### config.mk
export PLATFORM = sky130hd
export DESIGN_NAME = stopwatch_time_counter
export DESIGN_NICKNAME = d
export VERILOG_FILES = /design/src/rtl/stopwatch_pkg.sv /design/src/rtl/stopwatch_time_counter_tick_gen.sv /design/src/rtl/stopwatch_time_counter.sv
export SDC_FILE = /design/constraint.sdc
export NUM_CORES = 1
export LEC_CHECK = 0
export CAP_MARGIN = 10
export CELL_PAD_IN_SITES_DETAIL_PLACEMENT = 0
export CELL_PAD_IN_SITES_GLOBAL_PLACEMENT = 2
export CORE_ASPECT_RATIO = 0.8
export CORE_MARGIN = 2
export CORE_UTILIZATION = 35
export CTS_CLUSTER_SIZE = 14
export DETAILED_ROUTE_END_ITERATION = 12
export PLACE_DENSITY_LB_ADDON = 0.1
export RECOVER_POWER = 25
export SKIP_LAST_GASP = 1
export SLEW_MARGIN = 20
export SYNTH_ARGS = -nofsm -noshare
export SYNTH_HDL_FRONTEND = slang
export SYNTH_HIERARCHICAL = 1
export SYNTH_SLANG_ARGS = --single-unit
### constraint.sdc
create_clock -name clk -period 6.5 [get_ports clk]
set_clock_uncertainty 0.05 [all_clocks]
set_input_delay 1.3 -clock clk [delete_from_list [all_inputs] [get_ports clk]]
set_output_delay 1.3 -clock clk [all_outputs]
set_load 0.02 [all_outputs]
### src/rtl/stopwatch_pkg.sv
// Stopwatch shared definitions: field widths and limits, time-bus bit offsets
// and the run/stop/clear FSM state encoding.
package stopwatch_pkg;

  localparam int CSEC_W = 7;
  localparam int SEC_W  = 6;
  localparam int MIN_W  = 6;
  localparam int HOUR_W = 5;
  localparam int TIME_W = CSEC_W + SEC_W + MIN_W + HOUR_W;

  localparam logic [CSEC_W-1:0] CSEC_MAX = 7'd99;
  localparam logic [SEC_W-1:0]  SEC_MAX  = 6'd59;
  localparam logic [MIN_W-1:0]  MIN_MAX  = 6'd59;
  localparam logic [HOUR_W-1:0] HOUR_MAX = 5'd23;

  localparam int CSEC_LSB = 0;
  localparam int SEC_LSB  = 7;
  localparam int MIN_LSB  = 13;
  localparam int HOUR_LSB = 19;

  typedef enum logic [1:0] {
    ST_STOP  = 2'd0,
    ST_RUN   = 2'd1,
    ST_CLEAR = 2'd2
  } state_e;

endpackage

### src/rtl/stopwatch_time_counter_tick_gen.sv
// Centisecond timebase divider. Counts 0..DIV-1 while enabled, holds its
// phase while disabled, zeroes on clear. o_tick is combinational and high in
// the same cycle the counter sits at DIV-1 (the wrap cycle).
module tick_gen #(
  parameter int CLK_FREQ_HZ = 100_000_000,
  parameter int TICK_HZ     = 100
) (
  input  logic clk,
  input  logic reset,
  input  logic i_en,
  input  logic i_clr,
  output logic o_tick
);

  localparam int DIV   = CLK_FREQ_HZ / TICK_HZ;
  localparam int CNT_W = (DIV > 1) ? $clog2(DIV) : 1;
  localparam logic [CNT_W-1:0] CNT_MAX = CNT_W'(DIV - 1);

  logic [CNT_W-1:0] cnt_q, cnt_d;
  logic             wrap;

  // Next divider value; clear has priority over counting.
  always_comb begin
    cnt_d = cnt_q;
    wrap  = 1'b0;
    if (i_clr) begin
      cnt_d = '0;
    end else if (i_en) begin
      if (cnt_q == CNT_MAX) begin
        cnt_d = '0;
        wrap  = 1'b1;
      end else begin
        cnt_d = cnt_q + 1'b1;
      end
    end
  end

  // Divider register with synchronous active-low reset.
  always_ff @(posedge clk) begin
    if (!reset) cnt_q <= '0;
    else        cnt_q <= cnt_d;
  end

  assign o_tick = wrap;

endmodule

### src/rtl/stopwatch_time_counter.sv
// Stopwatch timebase and control: run/stop/clear FSM, cascaded
// csec/sec/min/hour counters and the packed 24-bit time bus.
// Optional lap freeze/release is enabled by defining STOPWATCH_LAP_EN.
module stopwatch_time_counter
  import stopwatch_pkg::*;
#(
  parameter int CLK_FREQ_HZ = 100_000_000,
  parameter int TICK_HZ     = 100
) (
  input  logic        clk,
  input  logic        reset,
  input  logic        i_btn_run_stop,
  input  logic        i_btn_clear,
  input  logic        i_btn_lap,
  output logic [23:0] o_time,
  output logic        o_running,
  output logic        o_tick,
  output logic        o_lap_active
);

  state_e state_q, state_d;

  logic [CSEC_W-1:0] csec_q, csec_d;
  logic [SEC_W-1:0]  sec_q,  sec_d;
  logic [MIN_W-1:0]  min_q,  min_d;
  logic [HOUR_W-1:0] hour_q, hour_d;
  logic              tick;
  logic              tick_q;
  logic [TIME_W-1:0] live_time;

  tick_gen #(
    .CLK_FREQ_HZ (CLK_FREQ_HZ),
    .TICK_HZ     (TICK_HZ)
  ) u_tick_gen (
    .clk    (clk),
    .reset  (reset),
    .i_en   (state_q == ST_RUN),
    .i_clr  (state_q == ST_CLEAR),
    .o_tick (tick)
  );

  // FSM next state: run_stop beats clear in STOP; CLEAR always returns to STOP.
  always_comb begin
    state_d = state_q;
    case (state_q)
      ST_STOP: begin
        if (i_btn_run_stop)   state_d = ST_RUN;
        else if (i_btn_clear) state_d = ST_CLEAR;
      end
      ST_RUN: begin
        if (i_btn_run_stop)   state_d = ST_STOP;
      end
      ST_CLEAR:               state_d = ST_STOP;
      default:                state_d = ST_STOP;
    endcase
  end

  // Cascaded field counters: each field carries into the next at its limit.
  always_comb begin
    csec_d = csec_q;
    sec_d  = sec_q;
    min_d  = min_q;
    hour_d = hour_q;
    if (state_q == ST_CLEAR) begin
      csec_d = '0;
      sec_d  = '0;
      min_d  = '0;
      hour_d = '0;
    end else if (tick) begin
      if (csec_q == CSEC_MAX) begin
        csec_d = '0;
        if (sec_q == SEC_MAX) begin
          sec_d = '0;
          if (min_q == MIN_MAX) begin
            min_d  = '0;
            hour_d = (hour_q == HOUR_MAX) ? '0 : hour_q + 1'b1;
          end else begin
            min_d = min_q + 1'b1;
          end
        end else begin
          sec_d = sec_q + 1'b1;
        end
      end else begin
        csec_d = csec_q + 1'b1;
      end
    end
  end

  // State, field and tick registers.
  always_ff @(posedge clk) begin
    if (!reset) begin
      state_q <= ST_STOP;
      csec_q  <= '0;
      sec_q   <= '0;
      min_q   <= '0;
      hour_q  <= '0;
      tick_q  <= 1'b0;
    end else begin
      state_q <= state_d;
      csec_q  <= csec_d;
      sec_q   <= sec_d;
      min_q   <= min_d;
      hour_q  <= hour_d;
      tick_q  <= tick;
    end
  end

  assign live_time[CSEC_LSB +: CSEC_W] = csec_q;
  assign live_time[SEC_LSB  +: SEC_W]  = sec_q;
  assign live_time[MIN_LSB  +: MIN_W]  = min_q;
  assign live_time[HOUR_LSB +: HOUR_W] = hour_q;

  assign o_running = (state_q == ST_RUN);
  assign o_tick    = tick_q;

`ifdef STOPWATCH_LAP_EN
  logic [TIME_W-1:0] lap_q, lap_d;
  logic              lap_active_q, lap_active_d;

  // Lap latch: first press in RUN freezes the display, any other press releases.
  always_comb begin
    lap_d        = lap_q;
    lap_active_d = lap_active_q;
    if (state_q == ST_CLEAR) begin
      lap_d        = '0;
      lap_active_d = 1'b0;
    end else if (i_btn_lap) begin
      if ((state_q == ST_RUN) && !lap_active_q) begin
        lap_d        = live_time;
        lap_active_d = 1'b1;
      end else begin
        lap_active_d = 1'b0;
      end
    end
  end

  // Lap register with synchronous active-low reset.
  always_ff @(posedge clk) begin
    if (!reset) begin
      lap_q        <= '0;
      lap_active_q <= 1'b0;
    end else begin
      lap_q        <= lap_d;
      lap_active_q <= lap_active_d;
    end
  end

  assign o_time       = lap_active_q ? lap_q : live_time;
  assign o_lap_active = lap_active_q;
`else
  logic unused_lap;
  assign unused_lap   = i_btn_lap;
  assign o_time       = live_time;
  assign o_lap_active = 1'b0;
`endif

endmodule

After elaboration in Yosys (flattened, before gate mapping) --
Index checks and enable logic that the tools add are counted.
Operators by class: equal/unequal tests 9, add/subtract/negate cells 5, bitwise gates (word level) 1, mux-type cells 12, reduce and logical (&&, ||, !) cells 6
Operators with widths (number):
- adder 20 x 1 -> 20 bit (second input constant) | 1
- == test 20 bit (second input constant) | 1
- two-way mux 20 bit | 1
- adder 6 x 1 -> 6 bit (second input constant) | 2
- == test 6 bit (second input constant) | 2
- two-way mux 6 bit | 2
- adder 7 x 1 -> 7 bit (second input constant) | 1
- == test 7 bit (second input constant) | 1
- two-way mux 7 bit | 1
- two-way mux 2 bit | 3
- adder 5 x 1 -> 5 bit (second input constant) | 1
- == test 5 bit (second input constant) | 1
- two-way mux 5 bit | 1
- one-hot mux 2 bit (2 select lines) | 1
- AND reduction 2 bit | 2
- AND reduction 4 bit | 1
- two-way mux 1 bit | 3
- inequality test 3 bit (second input constant) | 1
- AND reduction 3 bit | 1
- == test 2 x 1 -> 1 bit (second input constant) | 1
- == test 2 bit (second input constant) | 1
- logical NOT 2 bit | 1
- inequality test 2 bit (second input constant) | 1
- OR reduction 2 bit | 1
- inverter 1 bit | 1
Storage, ports and cells: output and inout bits 27, input bits 5, logic and storage cells 40, register bits 47

Longest topological paths before layout --
depth in word-level cells 5, mapped depth 12, gate-level depth less buffers 9

By module --
Netlist, hierarchy kept.
By module, submodules not included:
- stopwatch_time_counter | seq. area each 540.5 um^2, instances 1, area each 1312.5 um^2, cells each 151
- tick_gen | seq. area each 400.4 um^2, instances 1, area each 958.4 um^2, cells each 105

Worst setup path before layout --
OpenSTA, ideal clock, no wires.
kind register to register, start reg state_q[0], end reg hour_q[0], required time 6.379 ns, setup time 0.071 ns, slack 3.456 ns, stages on the path, launching flop included 12, clock period less this slack 3.044 ns, data arrival time 2.923 ns, buffers on the path 2, cells stage by stage dfxtp_1 > nor2b_1 > and3_1 > and4_2 > nand4_1 > nor2_1 > buf_4 > and4b_4 > nand3_2 > buf_6 > or4_1 > a21oi_1
Between the ends: cells in the longest elaborated chain, start to end 4, elaborated cells on any way between the ends 6, those cells by class 2 x eq/ne; 2 x mux; 2 x reduce/logical
Ends and longest elaborated chain:
- start: declaration | line stopwatch_time_counter.sv:21 | state_e state_q, state_d;
- start signal: assignment | line stopwatch_time_counter.sv:99 | state_q <= state_d;
- == test 2 x 1 -> 1 bit
- net o_running | line stopwatch_time_counter.sv:16 | output logic o_running,
- two-way mux 1 bit | line stopwatch_time_counter_tick_gen.sv:28 | end else if (i_en) begin
- two-way mux 1 bit | line stopwatch_time_counter_tick_gen.sv:26 | if (i_clr) begin
- net tick | line stopwatch_time_counter.sv:27 | logic tick;
- AND reduction 4 bit (no source line)
- end signal: assignment | line stopwatch_time_counter.sv:103 | hour_q <= hour_d;
- end: declaration | line stopwatch_time_counter.sv:26 | logic [HOUR_W-1:0] hour_q, hour_d;
The timed path passes the listed nets, and every way through them passes these cells. A chain may end at the register's enable or synchronous reset.

Final worst setup path --
start reg state_q[0], end reg hour_q[0]
Between the ends: cells in the longest elaborated chain, start to end 4, elaborated cells on any way between the ends 6, those cells by class 2 x eq/ne; 2 x mux; 2 x reduce/logical
Ends and longest elaborated chain:
- == test 2 x 1 -> 1 bit | line stopwatch_time_counter.sv:37 | .i_en (state_q == ST_RUN),
- two-way mux 1 bit | line stopwatch_time_counter_tick_gen.sv:28
- two-way mux 1 bit (*) | line stopwatch_time_counter_tick_gen.sv:26
- net tick | line stopwatch_time_counter.sv:27
- AND reduction 4 bit (no source line) (*)
Mark *: on every way through the listed nets, which the timed path passes. The rest lies on a longest branch.

==> flow_summary_export.csv <==
group,metric,value,unit
run_status,status,"finished, final reports clean",
detailed_routing,via_count,1879,
critical_path,critPathKind,"reg -> reg",
critical_path,cp_slowest_cell,"or4_1",
logic_synthesis,synth_top_area_share,41.43,%
floorplanning,pin_count,32,
clock_network,cts_resized,0,
sta,hold_viol_final,0,
detailed_routing,wirelength,4800,um
grt,overflow,0,
final_layout,final_core_util,42.07,%
logic_synthesis,yosys_most_used_dff,"dfxtp_1",
clock_network,clkLatencyLatePin,290,ps
critical_path,worstPathCellList,"nor2b_1 > and3_1 > and4_1 > nand4_1 > nor2_1 > and4b_4 > nand3_2 > or4_1 > a21oi_1",
power,vdd_drop_max,0.00008270,V
critical_path,r2r_slack,2930,ps
logic_synthesis,synth_top_cell_by_area,"dfxtp_1",
logic_synthesis,ys_seq_area_share,41.43,%
floorplanning,die-area,7153,sq um
logic_synthesis,synth-async-reset-ratio,0,%
run,cap_viol_max_count,0,
critical_path,critPathCaptureType,"flip-flop",
clock_network,postCtsSetupRepairBufs,0,
grt,grt_max_degree,21,
final_layout,area_delta_synth_final,17.52,%
place,gp_congestion,0.7238,
critical_path,critPathMaxFanout,20,
detailed_routing,drt_pass1_iterations,4,
place,dp_hpwl,3362,um
power,p_sw,0.1011,mW
logic_synthesis,ys_types,48,
place,dpl_cell_area,2601,sq um
power,swShare,21.53,%
power,power,0.4694,mW
clock_network,cts_tree,"built",
logic_synthesis,synth-seq-cells,47,
detailed_routing,ant_nets,0,
critical_path,crit_arrival,3730,ps
clock_network,cts.sinks,47,
clock_network,cts_inserted_buffers,5,
logic_synthesis,synthTopCellsByArea,"dfxtp_1, a21oi_1, xor2_1, nor2_1, nand2_1",
floorplanning,core,6344,sq um
place,port_buffers,29,
grt,grtUsageTotal,14.62,%
sta,setup_viol,0,
logic_synthesis,syn-instance-count,256,
final_layout,antenna_cells,0,
logic_synthesis,synth_commonest_cells,"dfxtp_1, nor2_1, a21oi_1",
clock_network,cts_hold_buf,0,
final_layout,drive_above_1_share,4.982,%
final_layout,design_area,2669,sq um
critical_path,cp_num_buf_inv,0,
sta,tightestPinTransition,748.3,ps
power,power.density,175.9,nW/um^2
logic_synthesis,yosysWarnings,6,
power,p_comb_share,3.9,%
detailed_routing,post_drt_via_cell_ratio,5.148,
worst_hold_path,hold_class,"reg -> reg",
floorplanning,start_util,35.80,%
detailed_routing,drc,0,
logic_synthesis,yosysMostFrequentCell,"dfxtp_1",
floorplanning,rows,26,
clock_network,root_buffer,"clkbuf_8",
clock_network,cts.clk_slew.worst_paths,80,ps
floorplanning,die_h,76.05,um
sta,drv_slew,0,
logic_synthesis,synth_edf_count,0,
clock_network,cts_max_level,2,
final_layout,nets,292,
power,p_leak,0.8634,nW
worst_hold_path,hold_end,"state_q[1]$_SDFFE_PN0P_",
critical_path,r2r_end,"hour_q[0]$_SDFFE_PP0P_",
critical_path,worst-r2r-cell-count,9,
sta,rsz0062_at_grt,"no",
power,seqPwrFrac,62.1,%
logic_synthesis,netlist_area,2271,sq um
sta,clock.fmax,280.2,MHz
critical_path,r2r-start,"state_q[0]$_SDFFE_PN0P_",
worst_hold_path,min_from,"state_q[0]$_SDFFE_PN0P_",
grt,grt_pass1_wl,8487,um
sta,fin_crit_sh,54.90,%
critical_path,critPathTopFamily,"simple AND/OR/NAND/NOR gates",
grt,antenna_found_initial,0,
sta,relSlewSlack,50.11,%
clock_network,cts_buffer_depth,2,
critical_path,worstSetupStartpointType,"flip-flop",
grt,grt_pass1_vias,1805,
critical_path,critPathMaxStageDelay,590,ps
logic_synthesis,syn_nets,266,
detailed_routing,wl_per_cell,13.15,um
power,power_frac_clock,34.0,%
critical_path,required,6660,ps
sta,period_needed,3568,ps
sta,fin_tns_setup,0,ps
detailed_routing,drtIter0Drc,89,
power,power.internal,0.3684,mW
worst_hold_path,holdPathStages,1,
logic_synthesis,syn_avg_cell_area,8.871,sq um
floorplanning,die_w,94.06,um
## registers in the layout (all words and copies together) (netlist names)
| register | flops |
|---|---|
| u_tick_gen/cnt_q | 20 |
| csec_q | 7 |
| min_q | 6 |
| sec_q | 6 |
| hour_q | 5 |
| state_q | 2 |
| o_tick | 1 |
## layout by cell type, fill, tap and decap left out, types with 2 or more instances in the layout
cell / count
a21oi_1: 24
and2_1: 4
and3_1: 4
and4_1: 5
clkbuf_8: 5
clkdlybuf4s50_1: 25
dfxtp_1: 47
dlygate4sd3_1: 4
ha_1: 5
inv_1: 5
mux2i_1: 2
nand2_1: 22
nand2b_1: 4
nand3_1: 10
nand3_4: 2
nand4_1: 8
nor2_1: 24
nor2b_1: 2
nor3_1: 2
nor3b_1: 2
nor4_1: 2
nor4b_1: 2
o21ai_0: 12
o31ai_1: 6
or3_1: 7
or4_1: 9
xnor2_1: 8
xor2_1: 12
## per-stage QoR
stage / worst slack (ps) / hold WS (ps) / instances
2_1_floorplan: 3456 / 395.2 / 256
3_3_place_gp: 2921 / 427.1 / 359
3_5_place_dp: 2947 / 428.3 / 359
4_1_cts: 2909 / 440.1 / 365
5_1_grt: 2627 / 469.5 / 365
6_report: 2932 / 438.8 / 365
## power groups by stage
| stage | combinational [mW] | clock, mW | sequential, mW |
|---|---|---|---|
| after CTS | 0.0194 | 0.172 | 0.291 |
| after global placement | 0.0191 | 0 | 0.298 |
| after detailed placement | 0.0192 | 0 | 0.298 |
| final | 0.0184 | 0.160 | 0.291 |
| after global routing | 0.0207 | 0.180 | 0.292 |
| after floorplan | 0.0132 | 0 | 0.298 |
## area by class of cell
cell class	count	area, sq um
tap	84	105.1
sequential	47	940.9
inverter	5	18.77
fill	656	3675
timing repair buffer	29	290.3
clock buffer	6	72.57
multi-input combinational	194	1241
## worst max path at each step
stage / start / end / cells after the start
CTS: state_q[0]$_SDFFE_PN0P_ / hour_q[0]$_SDFFE_PP0P_ / 9
finish: state_q[0]$_SDFFE_PN0P_ / hour_q[0]$_SDFFE_PP0P_ / 9
floorplan: state_q[0]$_SDFFE_PN0P_ / hour_q[0]$_SDFFE_PP0P_ / 11
global placement: state_q[0]$_SDFFE_PN0P_ / hour_q[4]$_SDFFE_PP0P_ / 9
detailed placement: state_q[0]$_SDFFE_PN0P_ / hour_q[0]$_SDFFE_PP0P_ / 9
global route: state_q[0]$_SDFFE_PN0P_ / hour_q[4]$_SDFFE_PP0P_ / 9
## logic make-up after synthesis
family                   Yosys count  synth area share [%]
XOR/XNOR                          20                 7.714
flip-flops                        47                 41.43
multiplexers                       2                0.8816
AND/OR/NAND/NOR                  118                 30.91
buffers and inverters             15                 3.691
adder cells (fa/ha/maj)            5                 2.755
AO/OA/AOI/OAI                     48                 12.45
other                              1                0.1651
## metal layers
metal / routed length [um] / vias up / global-route usage, %
li1: - / 980 / -
met1: 2701 / 856 / 22.35
met2: 1844 / 35 / 19.93
met3: 187 / 8 / 3.561
met4: 67 / 0 / 4.783
met5: 0 / - / 0
Note: power is estimated with default switching activity, not from simulation.
